`config.mk`:
```
export PLATFORM = sky130hd
export DESIGN_NAME = heap_array_unit
export DESIGN_NICKNAME = d
export VERILOG_FILES = /design/src/rtl/heap_array_unit.sv
export SDC_FILE = /design/constraint.sdc
export NUM_CORES = 1
export LEC_CHECK = 0
export CORE_MARGIN = 5
export CORE_UTILIZATION = 55
export DETAILED_ROUTE_END_ITERATION = 8
export HOLD_SLACK_MARGIN = 0.08
export PLACE_DENSITY = 0.73
export SYNTH_ARGS = -nofsm -noshare
export SYNTH_HDL_FRONTEND = slang
export SYNTH_SLANG_ARGS = --single-unit
```
`constraint.sdc`:
```
create_clock -name clock -period 6.3 [get_ports clock]
set_input_delay 0.945 -clock clock [delete_from_list [all_inputs] [get_ports clock]]
set_output_delay 0.945 -clock clock [all_outputs]
set_load 0.03 [all_outputs]
```
`src/rtl/heap_array_unit.sv`:
```
// heap_array_unit: heap-memory array engine for WRITE / READ / RESIZE / SIZE / SHIFT_UP over NArrays areas.
// Optional overflow pulse on a full-array SHIFT_UP is built when HEAP_SHIFT_OVERFLOW_EN is defined.

module heap_array_unit #(
    parameter int MemoryElementWidth = 12,
    parameter int NArea = 4,
    parameter int NArrays = 2,
    localparam int AW = (NArrays > 1) ? $clog2(NArrays) : 1
) (
    input  logic                          clock,
    input  logic                          reset,
    input  logic                          cmd_valid,
    output logic                          cmd_ready,
    input  logic [2:0]                    cmd_op,
    input  logic [AW-1:0]                 cmd_array,
    input  logic [MemoryElementWidth-1:0] cmd_index,
    input  logic [MemoryElementWidth-1:0] cmd_data,
    output logic                          rsp_valid,
    output logic [MemoryElementWidth-1:0] rsp_data,
    output logic                          rsp_error,
    output logic                          overflow
);

    localparam int W  = MemoryElementWidth;
    localparam int IW = (NArea > 1) ? $clog2(NArea) : 1;
    localparam logic [W-1:0] AREA    = W'(NArea);
    localparam logic [W-1:0] AREA_M1 = W'(NArea - 1);

    localparam logic [2:0] OP_WRITE    = 3'd0;
    localparam logic [2:0] OP_READ     = 3'd1;
    localparam logic [2:0] OP_RESIZE   = 3'd2;
    localparam logic [2:0] OP_SIZE     = 3'd3;
    localparam logic [2:0] OP_SHIFT_UP = 3'd4;

    typedef enum logic [1:0] {IDLE, SHIFT, INSERT, RESP} state_t;

    state_t        state;
    logic [2:0]    op_q;
    logic [AW-1:0] array_q;
    logic [W-1:0]  index_q;
    logic [W-1:0]  data_q;
    logic [IW-1:0] k_q;

    logic [W-1:0] mem  [NArrays][NArea];
    logic [W-1:0] size [NArrays];

    logic          cmd_array_ok;
    logic          array_ok;
    logic          index_ok;
    logic [W-1:0]  cmd_size;
    logic [W-1:0]  start_k;
    logic [W-1:0]  cur_size;
    logic [W-1:0]  elem;

    logic          wr_en;
    logic [IW-1:0] wr_idx;
    logic [W-1:0]  wr_val;
    logic          sz_en;
    logic [W-1:0]  sz_val;

    assign cmd_ready = (state == IDLE);

    // Array numbers at or above NArrays are only legal on the port, never as memory indices.
    always_comb begin
        cmd_array_ok = (int'(cmd_array) < NArrays);
        array_ok     = (int'(array_q) < NArrays);
        index_ok     = (index_q < AREA);
        cmd_size     = '0;
        cur_size     = '0;
        elem         = '0;
        if (cmd_array_ok) cmd_size = size[cmd_array];
        if (array_ok) cur_size = size[array_q];
        if (array_ok && index_ok) elem = mem[array_q][index_q[IW-1:0]];
        start_k = (cmd_size < AREA_M1) ? cmd_size : AREA_M1;
    end

    // Single element write port and single size write port, both targeting array_q.
    always_comb begin
        wr_en  = 1'b0;
        wr_idx = k_q;
        wr_val = data_q;
        sz_en  = 1'b0;
        sz_val = '0;
        case (state)
            SHIFT: begin
                wr_en  = 1'b1;
                wr_idx = k_q;
                wr_val = mem[array_q][k_q - IW'(1)];
            end
            INSERT: begin
                wr_en  = 1'b1;
                wr_idx = '0;
                wr_val = data_q;
                sz_en  = 1'b1;
                sz_val = (cur_size < AREA) ? cur_size + W'(1) : AREA;
            end
            RESP: begin
                if (op_q == OP_WRITE && array_ok && index_ok) begin
                    wr_en  = 1'b1;
                    wr_idx = index_q[IW-1:0];
                    wr_val = data_q;
                    if (cur_size <= index_q) begin
                        sz_en  = 1'b1;
                        sz_val = index_q + W'(1);
                    end
                end
                if (op_q == OP_RESIZE && array_ok) begin
                    sz_en  = 1'b1;
                    sz_val = (data_q > AREA) ? AREA : data_q;
                end
            end
            default: ;
        endcase
    end

    for (genvar a = 0; a < NArrays; a++) begin : g_array
        for (genvar e = 0; e < NArea; e++) begin : g_elem
            always_ff @(posedge clock or posedge reset) begin
                if (reset)
                    mem[a][e] <= '0;
                else if (wr_en && array_q == AW'(a) && wr_idx == IW'(e))
                    mem[a][e] <= wr_val;
            end
        end

        always_ff @(posedge clock or posedge reset) begin
            if (reset)
                size[a] <= '0;
            else if (sz_en && array_q == AW'(a))
                size[a] <= sz_val;
        end
    end

    // Shift count k counts down to 1; the k=1 edge moves element 0 up and hands over to INSERT.
    always_ff @(posedge clock or posedge reset) begin
        if (reset) begin
            state     <= IDLE;
            op_q      <= '0;
            array_q   <= '0;
            index_q   <= '0;
            data_q    <= '0;
            k_q       <= '0;
            rsp_valid <= 1'b0;
            rsp_data  <= '0;
            rsp_error <= 1'b0;
        end else begin
            rsp_valid <= 1'b0;
            rsp_data  <= '0;
            rsp_error <= 1'b0;
            case (state)
                IDLE: begin
                    if (cmd_valid) begin
                        op_q    <= cmd_op;
                        array_q <= cmd_array;
                        index_q <= cmd_index;
                        data_q  <= cmd_data;
                        k_q     <= start_k[IW-1:0];
                        if (cmd_op == OP_SHIFT_UP && cmd_array_ok)
                            state <= (start_k != '0) ? SHIFT : INSERT;
                        else
                            state <= RESP;
                    end
                end
                SHIFT: begin
                    k_q <= k_q - IW'(1);
                    if (k_q == IW'(1)) state <= INSERT;
                end
                INSERT: begin
                    state <= RESP;
                end
                RESP: begin
                    state     <= IDLE;
                    rsp_valid <= 1'b1;
                    case (op_q)
                        OP_WRITE:    rsp_error <= !(array_ok && index_ok);
                        OP_READ: begin
                            if (array_ok && index_ok) rsp_data <= elem;
                            else rsp_error <= 1'b1;
                        end
                        OP_RESIZE:   rsp_error <= !array_ok || (data_q > AREA);
                        OP_SIZE: begin
                            if (array_ok) rsp_data <= cur_size;
                            else rsp_error <= 1'b1;
                        end
                        OP_SHIFT_UP: rsp_error <= !array_ok;
                        default:     rsp_error <= 1'b1;
                    endcase
                end
                default: state <= IDLE;
            endcase
        end
    end

`ifdef HEAP_SHIFT_OVERFLOW_EN
    logic full_q;

    always_ff @(posedge clock or posedge reset) begin
        if (reset) begin
            full_q   <= 1'b0;
            overflow <= 1'b0;
        end else begin
            overflow <= 1'b0;
            if (state == IDLE && cmd_valid)
                full_q <= cmd_array_ok && (cmd_size >= AREA);
            if (state == RESP && op_q == OP_SHIFT_UP && full_q)
                overflow <= 1'b1;
        end
    end
`else
    assign overflow = 1'b0;
`endif

endmodule
```
==> summary.md, run 1 <==
| Metric | Value |
|---|---|
| Clock slew seen by the registers of the worst setup and hold paths | `60 ps` |
| Slew @ Worst Pin | `1060 ps` |
| I/O Buffers | `45` |
| Tcrit/Tclk final | `0.579` |
| Ant diodes | `0` |
| Register area share after synthesis | `0.466` |
| Setup TNS | `0 ps` |
| Vias | `5713` |
| Num CTS Buffers | `17` |
| Vias per cell | `6.28` |
| IO Pins | `47` |
| Placed Cells | `877` |
| Post-CTS Setup Inserts | `0` |
| Mean area per synthesized cell | `13.7 sq um` |
| Synth async-reset ratio | `1.00` |
| Worst endpoint required time | `6610 ps` |
| Met1 Resource Use GR | `0.313` |
| Vias in the first global route | `6109` |
| Commonest cells in the synthesized netlist | `166 x dfrtp_1, 112 x mux2_2, 48 x mux4_2, 46 x nor2_1, 27 x mux2i_1` |
| Drt wl/cell | `22.5 um` |
| Htree depth | `4` |
| Status | `finished, final reports clean` |
| Synth-to-Final Area Change | `12.3%` |
| Largest net degree at the start of global routing | `91` |
| Die Y | `137 um` |
| Hold Crit Class | `reg -> reg` |
| Power Density | `533 nW/um^2` |
| M2 GR Usage | `0.405` |
| Fin. max-slew vios | `0` |
| Net Count, Synth | `703` |
| Yosys cell types | `61` |
| Max IR drop VDD | `0.282 mV` |
| # DRC | `0` |
| Critical Path Max Stage Delay | `840 ps` |
| Cell taking the most area after synthesis | `dfrtp_1` |
| Worst Path Max Fanout | `14` |
| CP Launch Type | `register` |
| Max Clk Rate | `274 MHz` |
| Slew headroom | `0.283` |
| CTS tree | `yes` |
| Final hold viol count | `0` |
| Clk_skew | `11.3 ps` |
| Mapped Cells | `653` |
| WL final | `20.5 mm` |
| Crit-path cells | `clkinv_1, ha_1, nor2b_1, o211ai_1, a211o_1, a41o_1, o21ai_0, mux2_2` |
| GRT overflow | `0` |
| Final setup margin | `2650 ps` |
| YS warnings | `0` |
| CTS resizes | `0` |
| Kind of critical path | `reg -> reg` |
| Most used routing layer | `met2` |
| Total track usage | `0.238` |
| 1st-iter DRT viols | `507` |
| Cell with the most instances after synthesis | `dfrtp_1` |
| Initial Util | `0.562` |
| Prevailing post-synth register cell | `dfrtp_1` |
| FF+latch count, synth | `166` |
| Post-Syn Area | `8920 sq um` |
| Hold buffers post-CTS | `0` |
| Row cnt | `46` |
| Worst EP arrival | `3960 ps` |
| Crit end category | `register` |
| Post-DP HPWL | `13.7 mm` |
| DRT antenna net count | `0` |
| Fill cells | `1223` |
| Slowest-stage cell, CP | `o21ai_0` |
| # setup viols final | `0` |
| CTS sink count | `166` |
| RSZ-0062 raised after global routing | `no` |
| Nets | `730` |
| Core area | `15900 sq um` |
| Post-Route Utilization | `0.631` |
| Pre-antenna DRT Iters | `5` |
| Clk buf depth | `2` |
| Clock latency on the worst-skew pair | `430 ps` |
| Max-cap viol count | `0` |
| Total die area | `18900 sq um` |
| Dpl ws | `2610 ps` |
| Placer Congestion | `0.884` |
| Post-Layout Cell Count | `909` |
| Root buf cell | `clkbuf_16` |
| Pleak | `4.39 nW` |
| Met3 GRT Util | `0.0431` |
| First-pass GRT wire length | `33.9 mm` |
| Initial antenna violation count | `0` |
| Power, Total | `0.00534 W` |
| Largest cells by area after synthesis | `dfrtp_1 47%, mux2_2 14%, mux4_2 12%` |
| Share of the synthesized area in the top cell type | `0.466` |
| Crit path time final | `3650 ps` |
| Die Span X | `137 um` |
| EDFF count, synth | `0` |
| Layout cells sized above 1 | `0.349` |
where the power goes:
part           internal [W]  switching, W  total [W]
Sequential          0.00148      0.000441    0.00193
Combinational       0.00127       0.00116    0.00243
Clock              0.000546      0.000435   0.000981
metrics by stage:
stage	hold slack, ps	area, sq um
after floorplan	471	8920
after global placement	490	9460
after detailed placement	501	9460
after CTS	519	10000
after global routing	538	10000
final	519	10000
worst max-delay path: cells and delay by family (launching register included):
family,cells,cell delay (ps)
compound gates,4,1490
fa+ha+maj,1,560
buf+inv,1,550
flops,1,390
mux,1,420
simple gates,1,120
flip-flops by register name, indices dropped and copies added, names as in the netlist:
name / cells
k_q: 2
mem: 96
size: 24
state: 2
data_q: 12
rsp_data: 12
index_q: 12
rsp_valid: 1
rsp_error: 1
array_q: 1
op_q: 3
path summary, 6_finish.rpt:
kind / slack, ps / cells after the start / start / to
min in group asynchronous: 1010 / 2 / reset / index_q[6]
setup reg to reg: 2650 / 8 / index_q[1] / size[0]
max in group asynchronous: 4110 / 3 / reset / k_q[0]
setup / recovery: 2650 / 8 / index_q[1] / size[0]
hold reg to reg: 520 / 1 / size[4] / size[4]
hold / removal: 520 / 1 / size[4] / size[4]
per-layer routing:
metal / part of all wire / vias up
met5: 0 / -
li1: - / 2506
met1: 0.42 / 3002
met4: 0.022 / 0
met2: 0.51 / 167
met3: 0.046 / 38
cells in the final DEF (no fill, tap or decap), types with 4 or more instances in the layout:
cell	instances
dfrtp_1	164
mux2_2	112
mux4_2	48
nor2_1	46
clkdlybuf4s50_1	45
mux2i_1	27
mux2_4	24
inv_1	19
ha_1	19
clkbuf_16	17
a21oi_1	16
nor2b_1	12
a41oi_1	12
and2_1	10
o21ai_0	9
nand3_1	8
nand2_1	7
nand4_1	6
clkinv_4	6
buf_4	6
nand2b_1	5
nor4_1	5
nor3_1	4
o32ai_1	4
clkinv_2	4
cells by family after synthesis:
group           count (synthesis)  synth area share
fa+ha+maj                      19            0.0266
compound gates                 66            0.0548
xor+xnor                        2           0.00196
simple gates                  121            0.0785
flops                         166             0.466
mux                           214             0.337
other cells                     1          0.000420
buf+inv                        64            0.0352
final cells by class:
cell class	count	area, sq um	area share
repair buffers	51	495	0.0495
multi-input cells	423	4460	0.445
well taps	216	270	0.0270
flip-flops and latches	166	4160	0.415
clock inverters	14	128	0.0127
inverters	21	83.8	0.00837
clock buffers	18	429	0.0428
Power figures use the tool's default switching activity.
==> run 2: changes to the inputs <==
--- a/config.mk
+++ b/config.mk
@@ -9,7 +9,7 @@
 export CORE_UTILIZATION = 55
 export DETAILED_ROUTE_END_ITERATION = 8
 export HOLD_SLACK_MARGIN = 0.08
-export PLACE_DENSITY = 0.73
+export PLACE_DENSITY = 0.76
 export SYNTH_ARGS = -nofsm -noshare
 export SYNTH_HDL_FRONTEND = slang
 export SYNTH_SLANG_ARGS = --single-unit
==> constraint.sdc (replaced) <==
create_clock -name clock -period 3.3 [get_ports clock]
set_input_delay 0.495 -clock clock [delete_from_list [all_inputs] [get_ports clock]]
set_output_delay 0.495 -clock clock [all_outputs]
set_load 0.03 [all_outputs]
==> run 2 against run 1 <==
Cell count up 1.3%; setup slack got worse by 2400 ps; cell area up 1.5%; clock power grew 110%; clock skew shrank 0.78 ps; global-route usage about the same; non-clock buffer count grew 12; critical path depth increased by 1; combinational power increased by 97%; core utilization rose by 0.97 points; count of clock-buffer cells in the layout grew 7; first-iteration DRC count fell by 9.1%; critical path type unchanged; critical endpoint is now size[6]; largest cell class unchanged.
==> summary.md, run 2 (synthesis gave the netlist of run 1 again) <==
| Metric | Value |
|---|---|
| Max IR drop VDD | `0.582 mV (+110%)` |
| CP Launch Type | `register` |
| Most used cell, CP | `a21o_1` |
| Worst endpoint required time | `3610 ps (-3000 ps)` |
| Clock slew seen by the registers of the worst setup and hold paths | `60 ps (about the same)` |
| Sw Share | `0.369 (-0.0125)` |
| Internal power | `0.00658 W (+99%)` |
| Sequential fraction of design power | `0.347 (-0.014)` |
| Leading cell type in the layout, fill and taps excluded | `dfrtp_1` |
| First-pass GRT wire length | `33.9 mm (about the same)` |
| Initial Util | `0.562 (unchanged)` |
| Final hold viol count | `0 (unchanged)` |
| Clock latency on the worst-skew pair | `430 ps (about the same)` |
| CTS resizes | `0 (unchanged)` |
| Slew headroom | `0.404 (+0.122)` |
| 1st-iter DRT viols | `461 (-9.1%)` |
| CTS sink count | `166 (unchanged)` |
| Post-CTS Setup Inserts | `0 (unchanged)` |
| Crit path time final | `3010 ps (-642 ps)` |
| Crit-path cells | `mux2_2, ha_1, a21o_1, a21o_1, a2111oi_1, a41o_1, o21ai_0, buf_4, and2_1` |
| IO Pins | `47 (unchanged)` |
| Layout cells sized above 1 | `0.353 (+0.00399)` |
| Kind of critical path | `reg -> reg` |
| Row cnt | `46 (unchanged)` |
| # setup viols final | `0 (unchanged)` |
| Commonest non-fill, non-tap cells in the layout | `164 x dfrtp_1, 112 x mux2_2, 48 x mux4_2` |
| Worst Path Max Fanout | `15 (+1)` |
| Die Y | `137 um (unchanged)` |
| Psw | `0.00384 W (+89%)` |
| Setup TNS | `0 ps (unchanged)` |
| Largest net degree at the start of global routing | `61 (-33%)` |
| Total track usage | `0.238 (about the same)` |
| Max Clk Rate | `333 MHz (+21%)` |
| Pre-antenna DRT Iters | `5 (unchanged)` |
| Fin. max-slew vios | `0 (unchanged)` |
| Vias in the first global route | `6138 (+0.47%)` |
| Hold buffers post-CTS | `0 (unchanged)` |
| Hold slack | `526 ps (+7.59 ps)` |
| Num CTS Buffers | `17 (unchanged)` |
| Max-cap viol count | `0 (unchanged)` |
| Vias | `5778 (+1.1%)` |
| Post-DP HPWL | `14.3 mm (+4.3%)` |
| Root buf cell | `clkbuf_16` |
| Htree depth | `4 (unchanged)` |
| Drt wl/cell | `22.6 um (+0.33%)` |
| Top reg by flops | `mem` |
| Pleak | `4.46 nW (+1.7%)` |
| Clk_skew | `10.5 ps (-0.779 ps)` |
| Combinational fraction of design power | `0.459 (+0.003)` |
| Die Span X | `137 um (unchanged)` |
| Clk buf depth | `2 (unchanged)` |
| Synth-to-Final Area Change | `14.0%` |
| Slew @ Worst Pin | `891 ps (-173 ps)` |
| I/O Buffers | `45 (unchanged)` |
| CTS tree | `yes` |
| Largest register FFs | `96 (unchanged)` |
| WL final | `20.8 mm (+1.7%)` |
| Vias per cell | `6.27 (-0.18%)` |
| Regs by FF count | `mem (96), size (24)` |
| Hold Crit Class | `reg -> reg` |
| Initial antenna violation count | `0 (unchanged)` |
| Slowest-stage cell, CP | `dfrtp_2` |
| RSZ-0062 raised after global routing | `no` |
| Nets | `742 (+1.6%)` |
| Tcrit/Tclk final | `0.911 (+0.332)` |
| Placer Congestion | `0.906 (+2.5%)` |
| Worst EP arrival | `3320 ps (-640 ps)` |
| Total die area | `18900 sq um (unchanged)` |
| GRT overflow | `0 (unchanged)` |
| Critical Path Max Stage Delay | `540 ps (-300 ps)` |
| # DRC | `0 (unchanged)` |
| DRT antenna net count | `0 (unchanged)` |
| Status | `finished, final reports clean` |
| Core area | `15900 sq um (unchanged)` |
| Clock power frac | `0.194 (+0.010)` |
| Crit end category | `register` |
| Ant diodes | `0 (unchanged)` |
| Power Density | `1020 nW/um^2 (+92%)` |
-- run 2: changes by cell type in the layout (fill, tap and decap cells not counted), sizes merged --
cell,before,now
clkbuf,18,25
clkinv,11,4
buf,6,18
bufinv,1,3
inv,22,19
clkinvlp,1,2
-- run 2: worst paths after layout --
kind | startpoint | endpoint | slack (ps) | cells past startpoint
setup / recovery | array_q | size[6] | 290 | 9
hold / removal | size[3] | size[3] | 530 | 1
min in group asynchronous | reset | data_q[6] | 600 | 2
setup reg to reg | array_q | size[6] | 290 | 9
max in group asynchronous | reset | k_q[0] | 1810 | 3
hold reg to reg | size[3] | size[3] | 530 | 1
-- run 2: per-layer routing --
layer / global-route usage / up-vias / share of wire
met5: 0 / - / 0
met4: 0.103 / 0 / 0.032
met3: 0.0541 / 53 / 0.056
met2: 0.397 / 218 / 0.51
met1: 0.300 / 2971 / 0.41
li1: - / 2536 / -
-- run 2: power by group through the flow --
| stage | Clock (W) | Combinational, W | Sequential [W] |
|---|---|---|---|
| after global placement | 0 | 0.00460 | 0.00353 |
| after floorplan | 0 | 0.00388 | 0.00329 |
| final | 0.00202 | 0.00478 | 0.00362 |
| after detailed placement | 0 | 0.00476 | 0.00363 |
| after global routing | 0.00214 | 0.00519 | 0.00372 |
| after CTS | 0.00204 | 0.00480 | 0.00360 |
-- run 2: area by class of cell --
class                      count  area (sq um)
sequential                   166          4160
tap                          216           270
inverter                      21          82.6
fill                        1187          5710
multi-input combinational    423          4460
clock buffer                  25           475
clock inverter                 7           120
timing repair buffer          63           611
-- run 2: worst max-delay path, delay by kind of cell (launching register included) --
kind | cells | cell delay, ps
AO/OA/AOI/OAI | 5 | 1300
adder cells (fa/ha/maj) | 1 | 300
buffers and inverters | 1 | 220
flip-flops | 1 | 540
multiplexers | 1 | 390
AND/OR/NAND/NOR | 1 | 160
-- run 2: metrics by stage --
stage | std cells | setup WS, ps | instance area, sq um | power (W) | utilization
global placement | 889 | 348 | 9580 | 0.00812 | 0.603
global route | 921 | 101 | 10200 | 0.0111 | 0.640
detailed placement | 889 | 308 | 9580 | 0.00839 | 0.603
finish | 921 | 293 | 10200 | 0.0104 | 0.640
floorplan | 653 | 18.4 | 8930 | 0.00717 | -
CTS | 921 | 294 | 10200 | 0.0104 | 0.640
==> run 3: changes to the inputs <==
--- a/config.mk
+++ b/config.mk
@@ -10,6 +10,7 @@
 export DETAILED_ROUTE_END_ITERATION = 8
 export HOLD_SLACK_MARGIN = 0.08
 export PLACE_DENSITY = 0.76
+export SLEW_MARGIN = 25
 export SYNTH_ARGS = -nofsm -noshare
 export SYNTH_HDL_FRONTEND = slang
 export SYNTH_SLANG_ARGS = --single-unit
==> results of run 3 <==
Final layout, timing and power as in run 2 (identical DEF).
==> patch (config.mk and constraints of run 3) <==
Encoding of `state_t`: now one-hot (4 bits for 4 states).
--- a/src/rtl/heap_array_unit.sv
+++ b/src/rtl/heap_array_unit.sv
@@ -33,5 +33,5 @@
     localparam logic [2:0] OP_SHIFT_UP = 3'd4;
 
-    typedef enum logic [1:0] {IDLE, SHIFT, INSERT, RESP} state_t;
+    typedef enum logic [3:0] {IDLE = 4'b0001, SHIFT = 4'b0010, INSERT = 4'b0100, RESP = 4'b1000} state_t;
 
     state_t        state;
Behaviour: no difference found for any inputs over 4 cycles, from zero or initial values and one cycle with reset high; so few cycles prove little.
==> patch against run 3 <==
Synthesized area down 1.1%. Routed wire length up 0.42%. Sequential cell count is 2 higher. Non-clock buffer count up 7. Final area increased by 0.32%. Worst setup slack improved by 0.11 ns. Critical path depth fell by 1. Worst hold slack got worse by 0.0083 ns.
Power is not compared: it rests on default switching activity, and its combinational part moved more than twofold at a synthesized area within 25%.
==> patch: results (changes against run 3) <==
Finish
The net count reported at finish is 780 (was 742). The number of non-filler instances in the completed layout is 963 (was 921). The area overhead of the layout relative to synthesis is 15.67% (was 13.99%).

Global routing
The global-route wire length before repair is 34360 µm (was 33920 µm). The overall routing resource usage is 24.29% (was 23.83%). The pin count of the biggest net entering global routing is 41 (was 61). The via count of the first global-routing pass is 6226 (was 6138).

Worst setup path
The largest fanout on the critical path came to 13 (was 15). The data arrival time at the worst-slack endpoint is 3.20 ns (was 3.32 ns).

Synthesis
The synthesized instance count is 688 (was 653). The count of distinct cell types in the synthesized netlist is 60 (was 61). Most numerous cell types in the synthesized netlist: sky130_fd_sc_hd__dfrtp_1, sky130_fd_sc_hd__mux2_2, sky130_fd_sc_hd__nand2_1 (was sky130_fd_sc_hd__dfrtp_1, sky130_fd_sc_hd__mux2_2, sky130_fd_sc_hd__mux4_2). The sequential-to-total area share from yosys stat is 47.67% (was 46.55%). Dominant cells by area after synthesis: sky130_fd_sc_hd__dfrtp_1, sky130_fd_sc_hd__mux2_2, sky130_fd_sc_hd__mux4_2 (unchanged). The synthesized net count was 734 (was 703).

Status
Run status: finished, final reports clean (unchanged).

Place
The total instance count after detailed placement came to 931 (was 889). The routability-driven placement congestion ratio is 0.8832 (was 0.9062). The sum of net half-perimeters after detailed placement is 14540 µm (was 14340 µm). The worst slack at placement is 0.4611 ns (was 0.3075 ns).

STA
The slew at the pin closest to its max-slew limit is 0.8953 ns (was 0.8915 ns). The worst setup skew after layout is 0.01015 ns (was 0.01050 ns).

Detailed routing
The number of vias per cell is 6.100 (was 6.274). The first-pass iteration count of the detailed router was 4 (was 5). The total length of routed wires is 20920 µm (was 20830 µm). The iteration-0 DRC count of the detailed router is 409 (was 461).
-- patch: routing by layer --
metal	global-route usage (%)	routed length, µm
met2	40.39	10800
met1	31.31	8523
met5	0	0
met3	5.515	1047
met4	9.015	544
-- patch: final timing paths --
path | start | to | slack [ns] | cells after the start
worst max-delay path | array_q | size[1] | 0.41 | 8
worst min-delay path | data_q[6] | data_q[6] | 0.52 | 2
worst max register to register | array_q | size[1] | 0.41 | 8
worst min register to register | data_q[6] | data_q[6] | 0.52 | 2
max in group asynchronous | reset | mem[91] | 1.97 | 3
min in group asynchronous | reset | rsp_valid | 0.60 | 2
-- patch: report_power, final --
part	internal (W)	switching (W)
combinational	0.000967	0.00132
sequential	0.00239	0.000348
clock	0.00135	0.000803
-- patch: kinds of logic after synthesis --
kind of cell	count (synthesis)	share of synthesized area [%]
mux	190	30.24
buf+inv	59	3.319
other cells	1	0.04251
fa+ha+maj	15	2.127
compound gates	67	5.404
flops	168	47.67
simple gates	187	11.10
xor+xnor	1	0.09929
-- patch: cell type report --
type / instances / area, µm²
well taps: 216 / 270.3
inverters: 16 / 63.81
repair buffers: 70 / 675.6
flip-flops and latches: 168 / 4207
multi-input cells: 461 / 4339
clock buffers: 23 / 488.0
clock inverters: 9 / 161.4
fillers: 1176 / 5623
-- patch: critical path, delay by kind of cell, from the launching register on --
kind                       cells  cell delay, ns
adders and majority gates      1            0.34
AOI/OAI and AO/OA              3            0.80
DFF                            1            0.54
and+or+nand+nor                2            0.40
muxes                          2            0.70
-- patch: metrics by stage --
step	cell area, µm²	hold WS, ns
floorplan	8830	0.4688
global placement	9555	0.4940
detailed placement	9555	0.4999
CTS	10200	0.5212
global route	10200	0.5418
finish	10200	0.5179
